[src/rtl/dmem_access_ctrl_pkg.sv]
// rtl/dmem_access_ctrl_pkg.sv - shared constants and FSM encoding for the data-memory access controller
package dmem_access_ctrl_pkg;

    localparam logic [2:0] F3_LB  = 3'b000;
    localparam logic [2:0] F3_LH  = 3'b001;
    localparam logic [2:0] F3_LW  = 3'b010;
    localparam logic [2:0] F3_LBU = 3'b100;
    localparam logic [2:0] F3_LHU = 3'b101;

    localparam logic [2:0] F3_SB  = 3'b000;
    localparam logic [2:0] F3_SH  = 3'b001;
    localparam logic [2:0] F3_SW  = 3'b010;

    localparam int TIMEOUT_DEF = 15;

    typedef enum logic [1:0] {
        S_IDLE = 2'd0,
        S_REQ  = 2'd1,
        S_WAIT = 2'd2,
        S_DONE = 2'd3
    } state_t;

endpackage

[src/rtl/dmem_access_ctrl_if.sv]
// rtl/dmem_access_ctrl_if.sv - request/response bus between the access controller and the data RAM
interface dmem_access_ctrl_if #(
    parameter int ADDR_W = 32,
    parameter int DATA_W = 32
);
    logic                  ram_req;
    logic                  ram_we;
    logic [ADDR_W-1:0]     ram_addr;
    logic [DATA_W-1:0]     ram_wdata;
    logic [DATA_W/8-1:0]   ram_wstrb;
    logic                  ram_ready;
    logic                  ram_rvalid;
    logic [DATA_W-1:0]     ram_rdata;

    modport master (
        output ram_req, ram_we, ram_addr, ram_wdata, ram_wstrb,
        input  ram_ready, ram_rvalid, ram_rdata
    );

    modport slave (
        input  ram_req, ram_we, ram_addr, ram_wdata, ram_wstrb,
        output ram_ready, ram_rvalid, ram_rdata
    );
endinterface

[src/rtl/dmem_access_ctrl_load_extend.sv]
// rtl/dmem_access_ctrl_load_extend.sv - byte/half lane select with sign or zero extension for loads
module load_extend
    import dmem_access_ctrl_pkg::*;
(
    input  logic [31:0] rbuf,
    input  logic [1:0]  lo,
    input  logic [2:0]  funct3,
    output logic [31:0] data
);
    logic [7:0]  b;
    logic [15:0] h;

    always_comb begin
        case (lo)
            2'd0:    b = rbuf[7:0];
            2'd1:    b = rbuf[15:8];
            2'd2:    b = rbuf[23:16];
            default: b = rbuf[31:24];
        endcase
        h = lo[1] ? rbuf[31:16] : rbuf[15:0];
        // Reserved encodings fall through to a full-word load.
        case (funct3)
            F3_LB:   data = {{24{b[7]}}, b};
            F3_LBU:  data = {24'b0, b};
            F3_LH:   data = {{16{h[15]}}, h};
            F3_LHU:  data = {16'b0, h};
            default: data = rbuf;
        endcase
    end
endmodule

[src/rtl/dmem_access_ctrl.sv]
// rtl/dmem_access_ctrl.sv - M-stage load/store controller: issues RAM requests, stalls the pipe, extends read data
module dmem_access_ctrl
    import dmem_access_ctrl_pkg::*;
#(
    parameter int ADDR_W  = 32,
    parameter int DATA_W  = 32,
    parameter int TIMEOUT = TIMEOUT_DEF
) (
    input  logic               clk,
    input  logic               rst,
    input  logic               MemRead_M,
    input  logic               MemWrite_M,
    input  logic [2:0]         funct3_M,
    input  logic [ADDR_W-1:0]  ALUResult_M,
    input  logic [DATA_W-1:0]  WriteData_M,
    dmem_access_ctrl_if.master ram,
    output logic               mem_waiting,
    output logic [DATA_W-1:0]  ReadData_M,
    output logic               misalign_M,
    output logic               bus_err
);
    localparam logic [7:0] TLIM = 8'(TIMEOUT - 1);

    state_t            state;
    logic [DATA_W-1:0] rbuf;
    logic [7:0]        tcnt;
    logic [1:0]        ld_lo;
    logic [2:0]        ld_f3;

    logic is_byte, is_half, is_word;
    logic is_load, is_store, access, req_phase;

    assign is_byte  = (funct3_M[1:0] == F3_SB[1:0]);
    assign is_half  = (funct3_M[1:0] == F3_SH[1:0]);
    assign is_word  = ~is_byte & ~is_half;
    assign is_load  = MemRead_M;
    assign is_store = MemWrite_M & ~MemRead_M;

    assign misalign_M = (MemRead_M | MemWrite_M) &
                        ((is_half & ALUResult_M[0]) | (is_word & (ALUResult_M[1:0] != 2'b00)));
    assign access     = (MemRead_M | MemWrite_M) & ~misalign_M;

    // The request is raised in IDLE itself so a store ready on first sight costs only two cycles.
    assign req_phase   = ((state == S_IDLE) & access) | (state == S_REQ);
    assign mem_waiting = ~rst & (req_phase | (state == S_WAIT));

    assign ram.ram_req  = ~rst & req_phase;
    assign ram.ram_we   = ~rst & req_phase & is_store;
    assign ram.ram_addr = rst ? '0 : {ALUResult_M[ADDR_W-1:2], 2'b00};

    always_comb begin
        ram.ram_wdata = '0;
        ram.ram_wstrb = '0;
        if (!rst) begin
            if (is_byte)      ram.ram_wdata = {4{WriteData_M[7:0]}};
            else if (is_half) ram.ram_wdata = {2{WriteData_M[15:0]}};
            else              ram.ram_wdata = WriteData_M;
            if (req_phase && is_store) begin
                if (is_byte)      ram.ram_wstrb = 4'b0001 << ALUResult_M[1:0];
                else if (is_half) ram.ram_wstrb = 4'b0011 << ALUResult_M[1:0];
                else              ram.ram_wstrb = 4'b1111;
            end
        end
    end

    always_ff @(posedge clk) begin
        if (rst) begin
            state   <= S_IDLE;
            rbuf    <= '0;
            tcnt    <= '0;
            bus_err <= 1'b0;
            ld_lo   <= 2'b00;
            ld_f3   <= F3_LW;
        end else begin
            bus_err <= 1'b0;
            case (state)
                S_IDLE: begin
                    if (access) begin
                        // Lane/extension select is captured per load so ReadData_M stays put across stores.
                        if (is_load) begin
                            ld_lo <= ALUResult_M[1:0];
                            ld_f3 <= funct3_M;
                        end
                        tcnt <= '0;
                        if (ram.ram_ready) state <= is_load ? S_WAIT : S_DONE;
                        else               state <= S_REQ;
                    end
                end
                S_REQ: begin
                    if (ram.ram_ready) state <= is_load ? S_WAIT : S_DONE;
                end
                S_WAIT: begin
                    if (ram.ram_rvalid) begin
                        rbuf  <= ram.ram_rdata;
                        state <= S_DONE;
                    end else if (tcnt == TLIM) begin
                        rbuf    <= '0;
                        bus_err <= 1'b1;
                        state   <= S_DONE;
                    end else begin
                        tcnt <= tcnt + 8'd1;
                    end
                end
                default: begin
                    tcnt  <= '0;
                    state <= S_IDLE;
                end
            endcase
        end
    end

    load_extend u_load_extend (
        .rbuf   (rbuf),
        .lo     (ld_lo),
        .funct3 (ld_f3),
        .data   (ReadData_M)
    );
endmodule

[src/flat_wrapper.sv]
// flat-port wrapper written by rule: the top's interface ports become plain ports
module dmem_access_ctrl_flat import dmem_access_ctrl_pkg::*;
#(
    parameter int ADDR_W  = 32,
    parameter int DATA_W  = 32,
    parameter int TIMEOUT = TIMEOUT_DEF
)
  (clk, rst, MemRead_M, MemWrite_M, funct3_M, ALUResult_M, WriteData_M, mem_waiting, ReadData_M, misalign_M, bus_err, ram_ram_req, ram_ram_we, ram_ram_addr, ram_ram_wdata, ram_ram_wstrb, ram_ram_ready, ram_ram_rvalid, ram_ram_rdata);
  dmem_access_ctrl_if #(.ADDR_W(ADDR_W), .DATA_W(DATA_W)) ram_i ();
  input  logic clk;
  input  logic rst;
  input  logic MemRead_M;
  input  logic MemWrite_M;
  input  logic [2:0] funct3_M;
  input  logic [ADDR_W-1:0] ALUResult_M;
  input  logic [DATA_W-1:0] WriteData_M;
  output logic mem_waiting;
  output logic [DATA_W-1:0] ReadData_M;
  output logic misalign_M;
  output logic bus_err;
  output wire logic [$bits(ram_i.ram_req)-1:0] ram_ram_req;
  output wire logic [$bits(ram_i.ram_we)-1:0] ram_ram_we;
  output wire logic [$bits(ram_i.ram_addr)-1:0] ram_ram_addr;
  output wire logic [$bits(ram_i.ram_wdata)-1:0] ram_ram_wdata;
  output wire logic [$bits(ram_i.ram_wstrb)-1:0] ram_ram_wstrb;
  input wire logic [$bits(ram_i.ram_ready)-1:0] ram_ram_ready;
  input wire logic [$bits(ram_i.ram_rvalid)-1:0] ram_ram_rvalid;
  input wire logic [$bits(ram_i.ram_rdata)-1:0] ram_ram_rdata;
  assign ram_ram_req = ram_i.ram_req;
  assign ram_ram_we = ram_i.ram_we;
  assign ram_ram_addr = ram_i.ram_addr;
  assign ram_ram_wdata = ram_i.ram_wdata;
  assign ram_ram_wstrb = ram_i.ram_wstrb;
  assign ram_i.ram_ready = ram_ram_ready;
  assign ram_i.ram_rvalid = ram_ram_rvalid;
  assign ram_i.ram_rdata = ram_ram_rdata;
  dmem_access_ctrl #(.ADDR_W(ADDR_W), .DATA_W(DATA_W), .TIMEOUT(TIMEOUT)) u_core (.clk(clk), .rst(rst), .MemRead_M(MemRead_M), .MemWrite_M(MemWrite_M), .funct3_M(funct3_M), .ALUResult_M(ALUResult_M), .WriteData_M(WriteData_M), .ram(ram_i), .mem_waiting(mem_waiting), .ReadData_M(ReadData_M), .misalign_M(misalign_M), .bus_err(bus_err));
endmodule
[config.mk]
export PLATFORM = sky130hd
export DESIGN_NAME = dmem_access_ctrl_flat
export DESIGN_NICKNAME = d
export VERILOG_FILES = /design/src/rtl/dmem_access_ctrl_pkg.sv /design/src/rtl/dmem_access_ctrl_if.sv /design/src/rtl/dmem_access_ctrl_load_extend.sv /design/src/rtl/dmem_access_ctrl.sv /design/src/flat_wrapper.sv
export SDC_FILE = /design/constraint.sdc
export NUM_CORES = 1
export LEC_CHECK = 0
export CORE_AREA = 2 2 96 98
export CTS_CLUSTER_DIAMETER = 120
export DETAILED_ROUTE_END_ITERATION = 16
export DIE_AREA = 0 0 98 100
export PLACE_DENSITY = 0.94
export SYNTH_ARGS = -nofsm -noshare
export SYNTH_HDL_FRONTEND = slang
export SYNTH_SLANG_ARGS = --single-unit
[constraint.sdc]
create_clock -name clk -period 6.2 [get_ports clk]
set_clock_uncertainty 0.15 [all_clocks]
set_input_delay 1.24 -clock clk [delete_from_list [all_inputs] [get_ports clk]]
set_output_delay 1.24 -clock clk [all_outputs]
set_load 0.02 [all_outputs]
* Word-level counts from Yosys, hierarchy flattened *
Index checks and enable logic that the tools add are counted.

word-level totals
  output and inout bits = 105
  input port bits = 105
  register bits after elaboration = 48
  word-level logic and storage cells = 81

cells by class
  equal/unequal tests = 14
  reductions and logical operators = 12
  bitwise gates (word level) = 21
  add/sub/neg operators = 1
  shift operators = 2
  multiplexer cells = 25

operators by type and width
  operator             number
  $mux 32              6
  $pmux 32 s4          1
  $pmux 8 s3           2
  $mux 8               3
  $mux 16              1
  $mux 4               4
  $and 1x1->1          10
  $mux 2               5
  $add 8x1->8 const B  1
  $eq 8x4->1 const B   1
  $not 1->1            7
  $eq 2x1->1 const B   3
  $eq 3x3->1 const B   2
  $logic_not 2->1      3
  $ne 2x2->1 const B   3
  $pmux 2 s3           1
  $reduce_and 3->1     2
  $eq 2x2->1 const B   2
  $or 1x1->1           4
  $reduce_and 4->1     1
  $reduce_bool 2->1    2
  $shl 1x2->4 const A  1
  $shl 2x2->4 const A  1
  $eq 3x1->1 const B   1
  other kinds (7)      8

* Longest topological paths before layout *
  depth in word-level cells = 13
  depth in mapped cells = 8
  mapped depth without buffers = 6

* Hierarchy *
Synthesis repeated with hierarchy kept, for this count alone.

unflattened totals
  cell total of the unflattened synthesis = 492
  area total of the unflattened synthesis = 3841.2 µm²

by module, submodules not included
  module            instances  seq. area each (µm²)  area an instance (µm²)  cells an instance
  dmem_access_ctrl  1          960.9                 2871.5                  359
  load_extend       1          0.0                   969.7                   133

* Least setup slack after synthesis *
OpenSTA, ideal clock, no wires.

  kind = in2out
  start = in ALUResult_M[1]
  end = out ram_ram_wstrb[0]
  path buffers = 0
  slack = 1634 ps
  stages = 6
  required time = 4810 ps
  arrival = 3176 ps
  path through = inv_1 > ha_1 > nand2b_1 > a41oi_1 > nor4b_1 > o21a_1

on the way
  word-level cells in the longest chain between the ends = 11
  elaborated cells on any way between the ends = 15
  classes of those cells = shift: 2; mux: 4; bitwise: 7; reduce/logical: 2

RTL lines
  item               RTL line                text
  start, declared    flat_wrapper.sv:15      input logic [ADDR_W-1:0] ALUResult_M;
  $reduce_bool 2->1  dmem_access_ctrl.sv:40  ((is_half & ALUResult_M[0]) | (is_word & (ALUResult_M[1:0] != 2'b00)));
  $and 1x1->1        dmem_access_ctrl.sv:40
  $or 1x1->1         dmem_access_ctrl.sv:40
  $and 1x1->1        dmem_access_ctrl.sv:39  assign misalign_M = (MemRead_M | MemWrite_M) &
  $not 1->1          dmem_access_ctrl.sv:41  assign access = (MemRead_M | MemWrite_M) & ~misalign_M;
  $and 1x1->1        dmem_access_ctrl.sv:41
  $and 1x1->1        dmem_access_ctrl.sv:44  assign req_phase = ((state == S_IDLE) & access) | (state == S_REQ);
  $or 1x1->1         dmem_access_ctrl.sv:44
  $logic_and 1x1->1  dmem_access_ctrl.sv:58  if (req_phase && is_store) begin
  $mux 4 *           dmem_access_ctrl.sv:58
  $mux 4 *           dmem_access_ctrl.sv:54  if (!rst) begin
  end, declared      flat_wrapper.sv:25      output wire logic [$bits(ram_i.ram_wstrb)-1:0] ram_ram_wstrb;

Mark *: on every way between the ends. The rest lies on a longest branch, timed or not.

* Worst setup path after layout *
  start = in ALUResult_M[0]
  end = out ram_ram_wstrb[0]

Same word-level chain as after synthesis.

==> results.md <==
- Setup ws final: 1.15 ns
- Global placement routability congestion: 0.854
- PostCTS Resize Cnt: 0
- I/O Buffers: 207
- Worst VDD drop: 0.000138 V
- Slowest CP cell: clkdlybuf4s50_1
- Slowest stage delay, CP: 0.63 ns
- Initial core utilization: 40.5%
- Ys async rst share: 0%
- Top cells by count, synth: nand2_1, a21oi_1, dfxtp_1
- TritonCTS Sinks: 48
- Routed wire per std cell: 16.5 µm
- Synth Cell Area: 3600 µm²
- Full die area: 9800 µm²
- RSZ-0062 raised after global routing: false
- Synthesized area per cell: 7.42 µm²
- Largest net degree at the start of global routing: 72
- Clk buf depth: 2
- Layout cells sized above 1: 4.37%
- DRC Markers: 0
- GRT Total Usage: 24.8%
- Vias per inst: 5.57
- Clk_lat worst skew: 0.30 ns
- Detailed Route WL: 12800 µm
- Post-DP HPWL: 9590 µm
- Final setup fails: 0
- Leak: 2.18 nW
- Clock Root Buffer: clkbuf_8
- Yosys top cell area share: 26.7%
- FMAX: 0.198 GHz
- Crit end category: output port
- Antenna Cells: 0
- Nets: 778
- CP Buf/Inv Count: 4
- CP most frequent cell: clkdlybuf4s50_1
- Total CTS buffers: 5
- Fin crit share: 81.5%
- Max-Cap Viols: 0
- Top FF cell, synth: dfxtp_1
- Status: finished clean
- Register bit total from synthesis: 48
- Via count: 4318
- Yosys top cell by area: dfxtp_1
- WP data arrival: 3.66 ns
- H-tree levels: 2
- Pwr Density: 213 nW/µm²
- Most frequent cell after synthesis: nand2_1
- Max Fanout on Critical Path: 6
- Core Rows: 35
- CTS tree: built
- Yosys cell types: 51
- Vias in the first global route: 4234
- Worst EP required: 4.81 ns
- Sequential area share after synthesis: 26.7%
- Die Ht: 100 µm
- Final slew viol count: 0
- HP Class: reg2reg
- TNS Setup: 0 ns
- Fill cells: 737
- DRT iter0 DRCs: 260
- Clock slew at reported path FFs: 0.09 ns
- Area grow syn2layout: 60.6%
- Normalized max-slew margin: 13.0%
- CP Class: in2out
- CTS Hold Bufs: 0
- Setup Buffers After CTS: 0
- Total gr overflow: 0
- Worst-Margin Slew: 1.30 ns
- Dominant cells by area after synthesis: dfxtp_1, nand2_1, a21oi_1
- Startpoint Class: primary input
- First-pass GRT wire length: 20200 µm
- Tmin final: 5.05 ns
- Final Hold Viols: 0
- Initial antenna violation count: 0
- Mapped Cells: 485
- Drt pass-1 iters: 5
- CP cell instances: clkdlybuf4s50_1, inv_1, ha_1, nand2b_1, a41oi_1, nor4b_1, buf_4, o21a_1, clkdlybuf4s50_1
- Antenna Nets Post-Route: 0
- Top cell family by delay on the critical path: buffers and inverters
- Post-synth EDFFs: 0
- Boundary Pins: 210
- Core area: 8890 µm²
- Die W: 98 µm
- Ys Warns: 0
- Pre-CTS setup slack: 1.15 ns
==> per-stage QoR <==
stage	cell area (µm²)	cells	hold WS [ns]	utilization (%)	power, mW
final	5780	775	0.351	65.1	1.23
after global routing	5780	775	0.387	65.1	1.30
after CTS	5780	775	0.348	65.1	1.23
after detailed placement	5660	767	0.334	63.7	0.989
after global placement	5660	767	0.324	63.7	0.964
after floorplan	3600	486	0.314	-	0.739
==> worst reg2reg max path: cells and delay by family (launching register included) <==
family / cells / cell delay (ns)
flip-flops: 1 / 0.40
AND/OR/NAND/NOR: 1 / 0.62
AO/OA/AOI/OAI: 3 / 1.16
buffers and inverters: 1 / 0.08
adder cells (fa/ha/maj): 1 / 0.33
==> final timing paths <==
kind | slack, ns | to | cells after the start | start
setup / recovery | 1.15 | ram_ram_wstrb[0] | 9 | ALUResult_M[0]
hold / removal | 0.35 | u_core.rbuf[8] | 2 | u_core.rbuf[8]
setup reg to reg | 3.35 | u_core.tcnt[2] | 6 | u_core.state[0]
hold reg to reg | 0.35 | u_core.rbuf[8] | 2 | u_core.rbuf[8]
==> routing by layer <==
metal / GRT usage, % / part of all wire (%)
met1: 28.0 / 37
met5: 0 / 0
met2: 47.5 / 54
met3: 4.74 / 7.4
met4: 7.05 / 1.7
==> cells in the final DEF (no fill, tap or decap), types with 6 or more instances in the layout <==
| cell type | instances |
|---|---|
| o22a_1 | 14 |
| inv_1 | 10 |
| a21oi_1 | 57 |
| nand2_1 | 84 |
| dfxtp_1 | 48 |
| nor2_1 | 36 |
| mux2i_1 | 24 |
| o21ai_0 | 47 |
| a221o_1 | 7 |
| ha_1 | 10 |
| clkbuf_8 | 6 |
| clkdlybuf4s50_1 | 206 |
| nand3_1 | 7 |
| nor2b_1 | 43 |
| mux4_2 | 8 |
==> cell families (layout without fill, tap and decap cells) <==
family	after synthesis	in the layout	share of synthesized area (%)
AO/OA/AOI/OAI	150	150	25.9
AND/OR/NAND/NOR	192	192	25.7
adder cells (fa/ha/maj)	10	10	3.47
other	1	2	0.104
multiplexers	33	33	12.0
buffers and inverters	51	229	6.15
flip-flops	48	48	26.7
==> where the power goes <==
part | internal [mW] | switching, mW | leakage [nW]
logic | 0.285 | 0.316 | 1.73
registers | 0.341 | 0.0481 | 0.389
clock network | 0.132 | 0.109 | 0.0614
total | 0.758 | 0.473 | 2.18
==> flip-flops by register name, indices dropped and copies added, names as in the netlist <==
name and cells:
u_core.rbuf 32, u_core.state 2, u_core.ld_f3 3, u_core.bus_err 1, u_core.tcnt 8, u_core.ld_lo 2
==> final cells by class <==
| class | instances | area, µm² | area share (%) |
|---|---|---|---|
| Clock inverter | 2 | 38.8 | 0.671 |
| Tap cell | 111 | 139 | 2.40 |
| Clock buffer | 6 | 82.6 | 1.43 |
| Inverter | 10 | 37.5 | 0.649 |
| Sequential cell | 48 | 961 | 16.6 |
| Timing Repair Buffer | 211 | 2100 | 36.3 |
| Multi-Input combinational cell | 387 | 2430 | 41.9 |
(Power assumes the default switching activity.)
